<file path="src/rtl/mod_counter_ctrl.sv">
// Programmable mod-N counter sequencer: one-shot or continuous runs, with a
// terminal-count strobe on each wrap and a completion pulse after N wraps.
module mod_counter_ctrl #(
   parameter int WIDTH  = 4,
   parameter int WRAP_W = 8
) (
   input  logic              clk_i,
   input  logic              rst_i,
   input  logic              start_i,
   input  logic              stop_i,
   input  logic              hold_i,
   input  logic              cont_i,
   input  logic [WIDTH-1:0]  mod_i,
   input  logic [WRAP_W-1:0] wraps_i,
   output logic [WIDTH-1:0]  count_o,
   output logic              tc_o,
   output logic [WRAP_W-1:0] wrap_cnt_o,
   output logic              busy_o,
   output logic              done_o,
   output logic              err_o
);

   typedef enum logic [1:0] {S_IDLE, S_RUN, S_DONE} state_t;

   state_t            state_q, state_d;
   logic [WIDTH-1:0]  count_q, count_d;
   logic [WRAP_W-1:0] wrap_q, wrap_d;
   logic [WIDTH-1:0]  mod_q, mod_d;
   logic [WRAP_W-1:0] wraps_q, wraps_d;
   logic              cont_q, cont_d;
   logic              err_q, err_d;
   logic              tc;
   logic              cfg_ok;
   logic              at_top;

   assign cfg_ok = (mod_i >= WIDTH'(2)) && (cont_i || (wraps_i != '0));
   assign at_top = (count_q == mod_q - 1'b1);

   always_comb begin
      state_d = state_q;
      count_d = count_q;
      wrap_d  = wrap_q;
      mod_d   = mod_q;
      wraps_d = wraps_q;
      cont_d  = cont_q;
      err_d   = 1'b0;
      tc      = 1'b0;
      // Abort overrides everything, including a wrap landing in the same cycle.
      if (stop_i) begin
         state_d = S_IDLE;
         count_d = '0;
         wrap_d  = '0;
      end else begin
         case (state_q)
            S_IDLE: begin
               if (start_i) begin
                  if (cfg_ok) begin
                     mod_d   = mod_i;
                     wraps_d = wraps_i;
                     cont_d  = cont_i;
                     count_d = '0;
                     wrap_d  = '0;
                     state_d = S_RUN;
                  end else begin
                     err_d = 1'b1;
                  end
               end
            end
            S_RUN: begin
               if (!hold_i) begin
                  if (at_top) begin
                     tc      = 1'b1;
                     count_d = '0;
                     if (!cont_q && (wrap_q == wraps_q - 1'b1)) begin
                        wrap_d  = wraps_q;
                        state_d = S_DONE;
                     end else begin
                        wrap_d = wrap_q + 1'b1;
                     end
                  end else begin
                     count_d = count_q + 1'b1;
                  end
               end
            end
            S_DONE:  state_d = S_IDLE;
            default: state_d = S_IDLE;
         endcase
      end
   end

   always_ff @(posedge clk_i) begin
      if (rst_i) begin
         state_q <= S_IDLE;
         count_q <= '0;
         wrap_q  <= '0;
         mod_q   <= '0;
         wraps_q <= '0;
         cont_q  <= 1'b0;
         err_q   <= 1'b0;
      end else begin
         state_q <= state_d;
         count_q <= count_d;
         wrap_q  <= wrap_d;
         mod_q   <= mod_d;
         wraps_q <= wraps_d;
         cont_q  <= cont_d;
         err_q   <= err_d;
      end
   end

   assign count_o    = count_q;
   assign wrap_cnt_o = wrap_q;
   assign tc_o       = tc;
   assign busy_o     = (state_q == S_RUN);
   assign done_o     = (state_q == S_DONE);
   assign err_o      = err_q;

endmodule

</file>
<file path="config.mk">
export PLATFORM = sky130hd
export DESIGN_NAME = mod_counter_ctrl
export DESIGN_NICKNAME = d
export VERILOG_FILES = /design/src/rtl/mod_counter_ctrl.sv
export SDC_FILE = /design/constraint.sdc
export NUM_CORES = 1
export LEC_CHECK = 0
export CORE_ASPECT_RATIO = 1.75
export CORE_UTILIZATION = 46
export DETAILED_ROUTE_END_ITERATION = 10
export MAX_ROUTING_LAYER = met4
export PLACE_DENSITY_LB_ADDON = 0.08
export SLEW_MARGIN = 10
export SYNTH_ARGS = -nofsm -noshare
export SYNTH_HDL_FRONTEND = slang
export SYNTH_SLANG_ARGS = --single-unit
</file>
<file path="constraint.sdc">
create_clock -name clk_i -period 2.6 [get_ports clk_i]
set_input_delay 0.52 -clock clk_i [delete_from_list [all_inputs] [get_ports clk_i]]
set_output_delay 0.52 -clock clk_i [all_outputs]
set_load 0.05 [all_outputs]
</file>
Word level (Yosys, flattened, before mapping)
Index checks and enable logic that the tools add are counted.

cells by class
  bitwise operators = 3
  reductions and logical operators = 13
  multiplexer cells = 22
  $lt $le $gt $ge = 1
  equality and inequality tests = 9
  $add $sub $neg = 4

operator list
  cell                                                 number
  two-way mux 8 bit                                    5
  two-way mux 4 bit                                    4
  one-hot mux 8 bit (2 select lines)                   1
  two-way mux 2 bit                                    5
  AND reduction 5 bit                                  2
  adder 8 x 1 -> 8 bit, second input constant          1
  == test 8 bit                                        1
  one-hot mux 4 bit (2 select lines)                   1
  AND reduction 4 bit                                  2
  nonzero test 8 bit                                   1
  subtractor 8 x 1 -> 8 bit, second input constant     1
  != test 2 bit, second input constant                 3
  two-way mux 1 bit                                    5
  adder 4 x 1 -> 4 bit, second input constant          1
  == test 4 bit                                        1
  >= comparator 4 x 2 -> 1 bit, second input constant  1
  != test 2 x 1 -> 1 bit, second input constant        2
  one-hot mux 2 bit (2 select lines)                   1
  OR reduction 4 bit                                   1
  subtractor 4 x 1 -> 4 bit, second input constant     1
  NOT 1 bit                                            3
  == test 2 x 1 -> 1 bit, second input constant        1
  == test 2 bit, second input constant                 1
  logical AND 1 bit                                    2
  other kinds (5)                                      5

storage, ports and cells
  output and inout bits = 16
  bits in registers = 28
  word-level logic and storage cells = 59
  input bits = 18

Longest topological paths before layout
Gate-level depths: netlist of run 1.

  depth after elaboration = 7
  gate-level depth with buffers = 10
  gate-level depth less buffers = 8

Least setup slack after synthesis of run 1
No wires, ideal clock.

  kind = flip-flop to output port
  from = register count_q[3] (netlist: count_o[3])
  to = output tc_o
  stages on the path, launching flop included = 5
  slack = -880 ps
  data required time = 2080 ps
  buffers on the path = 0
  data arrival time = 2960 ps
  path through = dfxtp_1 -> xnor2_1 -> xnor2_1 -> or4_4 -> nor4_1

on the way
  word-level cells in the longest chain between the ends = 5

ends and longest elaborated chain
  item                    RTL line  source
  from (decl)             26        logic [WIDTH-1:0] count_q, count_d;
  from (signal assigned)  102       count_q <= count_d;
  == test 4 bit           37        assign at_top = (count_q == mod_q - 1'b1);
  two-way mux 1 bit       71        if (at_top) begin
  two-way mux 1 bit       70        if (!hold_i) begin
  two-way mux 1 bit       54        case (state_q)
  two-way mux 1 bit       49        if (stop_i) begin
  to (decl)               16        output logic tc_o,

Every way passes these cells.

Final worst setup path of run 1
  from = register mod_q[1]
  to = output tc_o

on the way
  word-level cells in the longest chain between the ends = 6

ends and longest elaborated chain
  item                       RTL line  source
  from (decl)                28        logic [WIDTH-1:0] mod_q, mod_d;
  from (signal assigned)     104       mod_q <= mod_d;
  subtractor 4 x 1 -> 4 bit  37
  == test 4 bit              37
  two-way mux 1 bit          71
  two-way mux 1 bit          70
  two-way mux 1 bit          54
  two-way mux 1 bit          49

Every way passes these cells.

==> out/qor.yml, run 1 <==
pwr:
  p_leak_uw: 0.000823
  power_density_mw_per_mm2: 443
  peakVddDrop_mv: 0.360
  p_total_uw: 983
setup_path:
  endpoint_kind: "primary output"
  start_kind: "register"
  r2r_cells: 9
  crit_type: "register to primary output"
  cp-startpoint: "mod_q[1]$_SDFFE_PP0P_"
  cp_max_fo: 4
  cp.arrival_ps: 2100
  rr_startpoint: "mod_q[1]$_SDFFE_PP0P_"
  critPathRequiredTime_ps: 2080
clock_network:
  cts_sinks: 28
  cts_tree: "yes"
  clockRootBuffer: "clkbuf_8"
  clockBufferDepth: 2
  worst_skew_pair.late_latency_ps: 280
  numCtsBuffers: 3
  clk_pin_slew_worst_paths_ps: 100
  htreeDepth: 1
global_routing:
  grt_overflow_total: 0
  grt_pass1_vias: 1339
  gr-usage-all-layers_pct: 22.6
  grt_max_degree: 17
  gr-usage-met1_pct: 25.3
  grt_first_pass_wirelength_mm: 6.02
  grtUsageMet2_pct: 38.8
  top_usage_layer: "met2"
  grt_use_met3_pct: 2.25
  antenna_found_initial: 0
die:
  die_w_um: 46.8
  io_pins: 34
  rows: 28
  die_h_um: 80.5
  core_area_mm2: 0.00336
  start_util_pct: 48.1
  die_area_mm2: 0.00377
sta:
  rsz0062_at_grt: "true"
  fmax_ghz: 0.381
  hold_viol: 0
  finalCriticalPeriod_ps: 2620
  whs_ps: 526
  setup_ws_ps: -24.5
  setup_viol: 1
  worst_pin_slew_ps: 567
  slew_headroom_pct: 62.2
  drv_slew: 0
  post-route-period-util_pct: 101
  finClkSkew_ps: 9.59
synth:
  async_flop_share_pct: 0
  ys_seq_area_share_pct: 34.6
  yosysWarnings: 0
  synth_seq_cells: 28
  synth_top_area_share_pct: 34.6
  yosysUniqueCellTypes: 41
  synth-main-ff-cell: "dfxtp_1"
  synth.avg_cell_area_um2: 9.19
  syn-num-nets: 198
  synth_area_leader_cell: "dfxtp_1"
  syn_inst: 176
  netlist_area_mm2: 0.00162
  synth-edff-count: 0
  yosys-top-cells-area: "dfxtp_1 35%, mux2i_1 13%, xnor2_1 7.6%"
cells_and_area:
  final_cells: 262
  final_area_mm2: 0.00222
  final_layout_size_suffix_gt1_share_pct: 16.6
  nets: 240
  mostFrequentLayoutCells: "32 x clkdlybuf4s50_1, 24 x dfxtp_1, 21 x mux2i_1, 20 x nor2_1, 13 x xnor2_1"
  diodes: 0
  syn_to_final_growth_pct: 37.2
  final_common_cell: "clkdlybuf4s50_1"
run_status:
  status: "finished with violations"
  violations: "negative setup slack"
placed_design:
  gp_congestion: 0.787
  dp_cells: 257
  hpwl_mm: 2.99
  pre_cts_slack_ps: -291
  placed_area_mm2: 0.00209
  port_buffers: 33
hold_path:
  min_path_type: "register to register"
  min_from: "wrap_cnt_o[7]$_SDFFE_PP0P_"
  min_path_cells: 1
route:
  wl_per_cell_um: 14.7
  vias_per_cell: 5.37
  drtPass1Iterations: 4
  drt_wl_total_mm: 3.86
  antenna_left: 0
  first_iter_violations: 8
  drcViolationCount: 0
  vias: 1406
job:
  cap_violations: 0
==> registers in the layout, indices dropped and copies added, names as in the netlist <==
register	cells
cont_q	1
count_o	4
wrap_cnt_o	8
mod_q	4
err_o	1
state_q	2
wraps_q	8
==> through the flow <==
step | setup TNS [ps] | utilization (%)
6_report | -24.5 | 66.0
4_1_cts | -17.2 | 64.8
3_5_place_dp | -2310 | 62.1
2_1_floorplan | 0 | -
5_1_grt | -153 | 66.0
3_3_place_gp | -1360 | 62.1
==> path summary, 6_finish.rpt <==
kind | slack (ps) | endpoint
min | 530 | wrap_cnt_o[7]$_SDFFE_PP0P_
max | -20 | tc_o
min reg2reg | 530 | wrap_cnt_o[7]$_SDFFE_PP0P_
max reg2reg | 110 | wrap_cnt_o[6]$_SDFFE_PP0P_
==> cells in the mapped netlist, types with 2 or more instances <==
cell type,instances
xnor2_1,14
nand4_1,3
nor3b_1,2
nor2_1,20
xor2_1,6
nor2b_1,9
a21oi_1,3
a31oi_1,2
dfxtp_1,28
clkbuf_1,5
nor4_1,2
and3_1,6
mux2i_1,21
nand2b_1,2
o31ai_2,2
inv_1,7
o2bb2ai_1,6
o31ai_1,4
nand2_1,5
nor3_1,5
ha_1,4
==> routing by layer <==
layer / part of all wire (%) / vias to the layer above / wire length [µm]
met3: 2.1 / 4 / 82
met1: 42 / 666 / 1630
met2: 54 / 26 / 2100
met5: 0 / - / 0
met4: 1.2 / 0 / 47
li1: - / 710 / -
==> what timing repair did <==
action	4_1_cts	5_1_grt
hold buffers	0	0
endpoints found under the setup margin	4	12
gates resized for setup	6	7
setup buffers	0	1
pin swaps	2	2
==> area by class of cell <==
class | count | area, µm²
clock buffer | 3 | 41.3
tap | 45 | 56.3
sequential | 28 | 568
clock inverter | 1 | 30.0
timing repair buffer | 45 | 438
multi-input combinational | 133 | 1060
inverter | 7 | 26.3
fill | 300 | 1140
==> critical path, cell delays in order (launching register included) <==
cell and delay [ps]:
dfxtp_4 390, inv_2 50, ha_4 150, xnor2_2 130
xnor2_1 130, or4_4 470, buf_6 150, nor4_4 180
buf_12 180
==> power breakdown <==
group	leakage, µW	internal (µW)	total (µW)	switching (µW)
clock	0.0000357	206	347	141
combinational	0.000558	95.2	180	85.3
sequential	0.000229	440	456	16.0
==> kinds of logic (layout without fill, tap and decap cells) <==
group	after synthesis	after routing	synth area share [%]
simple gates	59	59	19.4
compound gates	28	28	14.1
flops	28	28	34.6
mux	22	22	13.7
xor+xnor	20	20	10.8
buf+inv	15	56	4.25
fa+ha+maj	4	4	3.09
Power figures use the tool's default switching activity.
==> inputs of run 2 (changes only) <==
Settings changed: CAP_MARGIN set to 40.
==> out/qor.yml, run 2 (synthesized netlist as in run 1, its figures left out) <==
run_status:
  status: "finished with violations"
  violations: "negative setup slack"
setup_path:
  slowest_stage: "or4_4"
  path_cells: "buf_4 -> nor3_4 -> xnor2_1 -> or4_4 -> buf_6 -> nor4_4 -> buf_12"
  path_delay_family: "simple AND/OR/NAND/NOR gates"
  crit_type: "register to primary output"
  start_kind: "register"
  path_buf_inv: 3
  critPathRequiredTime_ps: 2080
  cp.arrival_ps: 2130
  critPathMaxStageDelay_ps: 590
  endpoint_kind: "primary output"
  cp_max_fo: 4
placed_design:
  hpwl_mm: 3.00
  gp_congestion: 0.787
  port_buffers: 33
  pre_cts_slack_ps: -47.5
  dp_cells: 258
clock_network:
  htreeDepth: 1
  cts_sinks: 28
  clk_pin_slew_worst_paths_ps: 100
  ctsHoldBuffers: 0
  numCtsBuffers: 3
  clockRootBuffer: "clkbuf_8"
  cts_tree: "yes"
  clockBufferDepth: 2
  worst_skew_pair.late_latency_ps: 280
cells_and_area:
  final_cells: 262
  syn_to_final_growth_pct: 36.7
  mostFrequentLayoutCells: "32 x clkdlybuf4s50_1, 24 x dfxtp_1, 21 x mux2i_1, 20 x nor2_1, 14 x xnor2_1"
  nets: 240
  final_layout_size_suffix_gt1_share_pct: 16.1
  diodes: 0
  final_common_cell: "clkdlybuf4s50_1"
  fin_util_pct: 65.8
die:
  die_h_um: 80.5
  core_area_mm2: 0.00336
  io_pins: 34
  start_util_pct: 48.1
  die_area_mm2: 0.00377
  rows: 28
  die_w_um: 46.8
route:
  vias_per_cell: 5.46
  drcViolationCount: 0
  vias: 1431
  first_iter_violations: 34
  antenna_left: 0
  wl_per_cell_um: 14.9
  drtPass1Iterations: 4
  drt_wl_total_mm: 3.90
sta:
  setup_viol: 1
  hold_viol: 0
  finalCriticalPeriod_ps: 2650
  rsz0062_at_grt: "true"
  setup_tns_ps: -45.4
  worst_pin_slew_ps: 516
  drv_slew: 0
  fmax_ghz: 0.378
  whs_ps: 528
  slew_headroom_pct: 65.5
  setup_ws_ps: -45.4
  post-route-period-util_pct: 102
  finClkSkew_ps: 5.78
pwr:
  peakVddDrop_mv: 0.396
  p_leak_uw: 0.000818
  power_density_mw_per_mm2: 445
global_routing:
  grt_first_pass_wirelength_mm: 6.03
  antenna_found_initial: 0
  grt_overflow_total: 0
  grt_max_degree: 17
  gr-usage-all-layers_pct: 22.8
  grt_pass1_vias: 1326
hold_path:
  min_path_type: "register to register"
job:
  cap_violations: 0
[run 2: cell counts in the layout (fill, tap and decap cells not counted)]
Identical to the previous run, type by type.
[run 2: where the power goes]
group	switching (µW)	internal, µW	leakage [µW]
Sequential	15.4	441	0.000229
Combinational	85.8	93.2	0.000554
Clock	144	206	0.0000357
Total	245	740	0.000818
[run 2: timing repair]
action,4_1_cts,5_1_grt
endpoints found under the setup margin,1,8
gates resized for setup,5,5
setup buffers,0,0
pin swaps,0,0
[run 2: worst register-to-register path, stage by stage (launching register included)]
cell and delay (ps):
dfxtp_1 410, inv_1 110, ha_1 260, xnor2_1 160, a21oi_1 160, o211ai_1 180, a2111oi_4 390, buf_4 260
nand2_1 70, a2111oi_0 390
[run 2: stage by stage]
step | total power [µW] | cell area (µm²)
CTS | 985 | 2190
global placement | 631 | 2090
floorplan | 568 | 1640
global route | 1020 | 2210
finish | 985 | 2210
detailed placement | 638 | 2100
[run 2: area by class of cell]
type | instances | area, µm²
Clock buffer | 3 | 41.3
Clock inverter | 1 | 30.0
Fill cell | 299 | 1150
Inverter | 7 | 26.3
Multi-Input combinational cell | 133 | 1050
Sequential cell | 28 | 566
Tap cell | 45 | 56.3
Timing Repair Buffer | 45 | 438
[run 2: routing by layer]
metal	track usage [%]	part of all wire [%]	wire length, µm
met5	-	0	0
met4	7.43	1.2	48
met3	2.25	2.3	89
met2	40.8	56	2180
met1	25.0	40	1580
[run 2: final timing paths]
path                                    from                          to  slack (ps)  cells past startpoint
setup reg to reg     wraps_q[0]$_SDFFE_PP0P_     state_q[1]$_SDFFE_PP0P_          60                      9
setup / recovery       mod_q[0]$_SDFFE_PP0P_                        tc_o         -50                      7
hold / removal    wrap_cnt_o[7]$_SDFFE_PP0P_  wrap_cnt_o[7]$_SDFFE_PP0P_         530                      1
hold reg to reg   wrap_cnt_o[7]$_SDFFE_PP0P_  wrap_cnt_o[7]$_SDFFE_PP0P_         530                      1
==> inputs of run 3 (changes only) <==
Settings changed: SETUP_SLACK_MARGIN set to 0.15.
==> out/qor.yml, run 3 (synthesized netlist as in run 1, its figures left out) <==
placed_design:
  gp_congestion: 0.921
  port_buffers: 33
  hpwl_mm: 2.94
  pre_cts_slack_ps: -60.4
global_routing:
  grt_first_pass_wirelength_mm: 6.49
  grt_max_degree: 16
  grt_pass1_vias: 1462
  grt_overflow_total: 0
  gr-usage-all-layers_pct: 24.2
  antenna_found_initial: 0
cells_and_area:
  fin_util_pct: 71.1
  final_layout_size_suffix_gt1_share_pct: 22.7
  diodes: 0
  n_fill_cell: 278
  syn_to_final_growth_pct: 47.9
  final_common_cell: "clkdlybuf4s50_1"
  nets: 252
  mostFrequentLayoutCells: "31 x clkdlybuf4s50_1, 24 x dfxtp_1, 21 x mux2i_1, 20 x nor2_1, 16 x buf_4"
sta:
  slew_headroom_pct: 66.3
  setup_viol: 0
  drv_slew: 0
  hold_viol: 0
  finalCriticalPeriod_ps: 2500
  rsz0062_at_grt: "true"
  worst_pin_slew_ps: 503
  fmax_ghz: 0.400
  post-route-period-util_pct: 96.2
  whs_ps: 528
  finClkSkew_ps: 2.95
  setup_ws_ps: 98.1
route:
  wl_per_cell_um: 15.0
  vias_per_cell: 5.44
  drt_wl_total_mm: 4.10
  vias: 1491
  drcViolationCount: 0
  first_iter_violations: 28
  drtPass1Iterations: 4
  antenna_left: 0
clock_network:
  worst_skew_pair.late_latency_ps: 270
  cts_sinks: 28
  ctsHoldBuffers: 0
  clockRootBuffer: "clkbuf_8"
  cts_tree: "yes"
  clk_pin_slew_worst_paths_ps: 90
  htreeDepth: 1
  numCtsBuffers: 3
  clockBufferDepth: 2
pwr:
  power_frac_seq_pct: 49.5
  peakVddDrop_mv: 0.347
  p_leak_uw: 0.000919
  p_comb_share_pct: 21.1
  swShare_pct: 26.2
  p_clk_share_pct: 29.3
  p_sw_uw: 242
  p_int_uw: 680
  power_density_mw_per_mm2: 385
die:
  die_w_um: 46.8
  die_h_um: 80.5
  rows: 28
  core_area_mm2: 0.00336
  die_area_mm2: 0.00377
  io_pins: 34
  start_util_pct: 48.1
setup_path:
  rr_startpoint: "mod_q[1]$_SDFFE_PP0P_"
  r2r_cells: 9
  endpoint_kind: "register"
  cp_max_fo: 6
  start_kind: "register"
  crit_type: "register to register"
  r2r_end: "wrap_cnt_o[7]$_SDFFE_PP0P_"
  critPathRequiredTime_ps: 2810
  cp.arrival_ps: 2710
  r2r_slack_ps: 100
hold_path:
  min_path_type: "register to register"
  hold_end: "wrap_cnt_o[7]$_SDFFE_PP0P_"
  min_from: "wrap_cnt_o[7]$_SDFFE_PP0P_"
  min_path_cells: 1
run_status:
  status: "finished, final reports clean"
job:
  cap_violations: 0
[run 3: changes by cell type in the layout (fill, tap and decap cells not counted), moves of 3 or more]
cell and change:
o31ai_2 -3, o31ai_4 +4, buf_4 +6, buf_6 +4
[run 3: what timing repair did]
item / CTS / global route
gates resized for setup: 17 / 10
gates cloned: 1 / 0
buffers inserted: 5 / 7
setup endpoints to repair: 7 / 11
pin swaps: 5 / 6
[run 3: cell type report]
class	instances	area, µm²	share of cell area [%]
Multi-Input combinational cell	133	1120	47.0
Sequential cell	28	566	23.6
Timing Repair Buffer	57	566	23.6
Tap cell	45	56.3	2.35
Clock buffer	4	55.1	2.30
Inverter	7	26.3	1.10
[run 3: worst max-delay path, stage by stage (launching register included)]
cell,delay [ps]
dfxtp_2,340
buf_6,120
nor3_4,170
xnor2_1,90
or4_4,580
buf_6,160
or4_4,440
buf_8,170
o31ai_4,230
o2bb2ai_1,130
[run 3: power groups by stage]
stage | logic (µW) | clock network, µW | registers [µW]
2_1_floorplan | 106 | 0 | 465
3_3_place_gp | 167 | 0 | 465
3_5_place_dp | 173 | 0 | 466
4_1_cts | 189 | 280 | 456
5_1_grt | 210 | 301 | 458
6_report | 195 | 270 | 456
[run 3: how the worst max path moves through the flow]
stage / from / endpoint / slack (ps) / cells after the start
after CTS: mod_q[1]$_SDFFE_PP0P_ / tc_o / -40 / 6
after floorplan: count_o[2]$_SDFFE_PP0P_ / tc_o / 160 / 3
after global placement: wraps_i[1] / wrap_cnt_o[7]$_SDFFE_PP0P_ / -240 / 7
after global routing: mod_q[1]$_SDFFE_PP0P_ / tc_o / 10 / 7
final: mod_q[1]$_SDFFE_PP0P_ / wrap_cnt_o[7]$_SDFFE_PP0P_ / 100 / 9
after detailed placement: wraps_i[1] / wrap_cnt_o[7]$_SDFFE_PP0P_ / -60 / 8
[run 3: per-layer routing]
layer | track usage [%] | up-vias | wire, µm
li1 | - | 736 | -
met1 | 26.1 | 713 | 1580
met2 | 42.8 | 33 | 2350
met3 | 2.70 | 9 | 85
met4 | 9.43 | 0 | 85
met5 | - | - | 0
[run 3: metrics by stage]
stage / area, µm² / total power (µW) / std cells / TNS (ps)
detailed placement: 2090 / 639 / 257 / -241
global placement: 2090 / 632 / 256 / -1810
finish: 2390 / 922 / 274 / 0
floorplan: 1650 / 571 / 176 / 0
global route: 2390 / 970 / 274 / 0
CTS: 2270 / 925 / 267 / -40.5
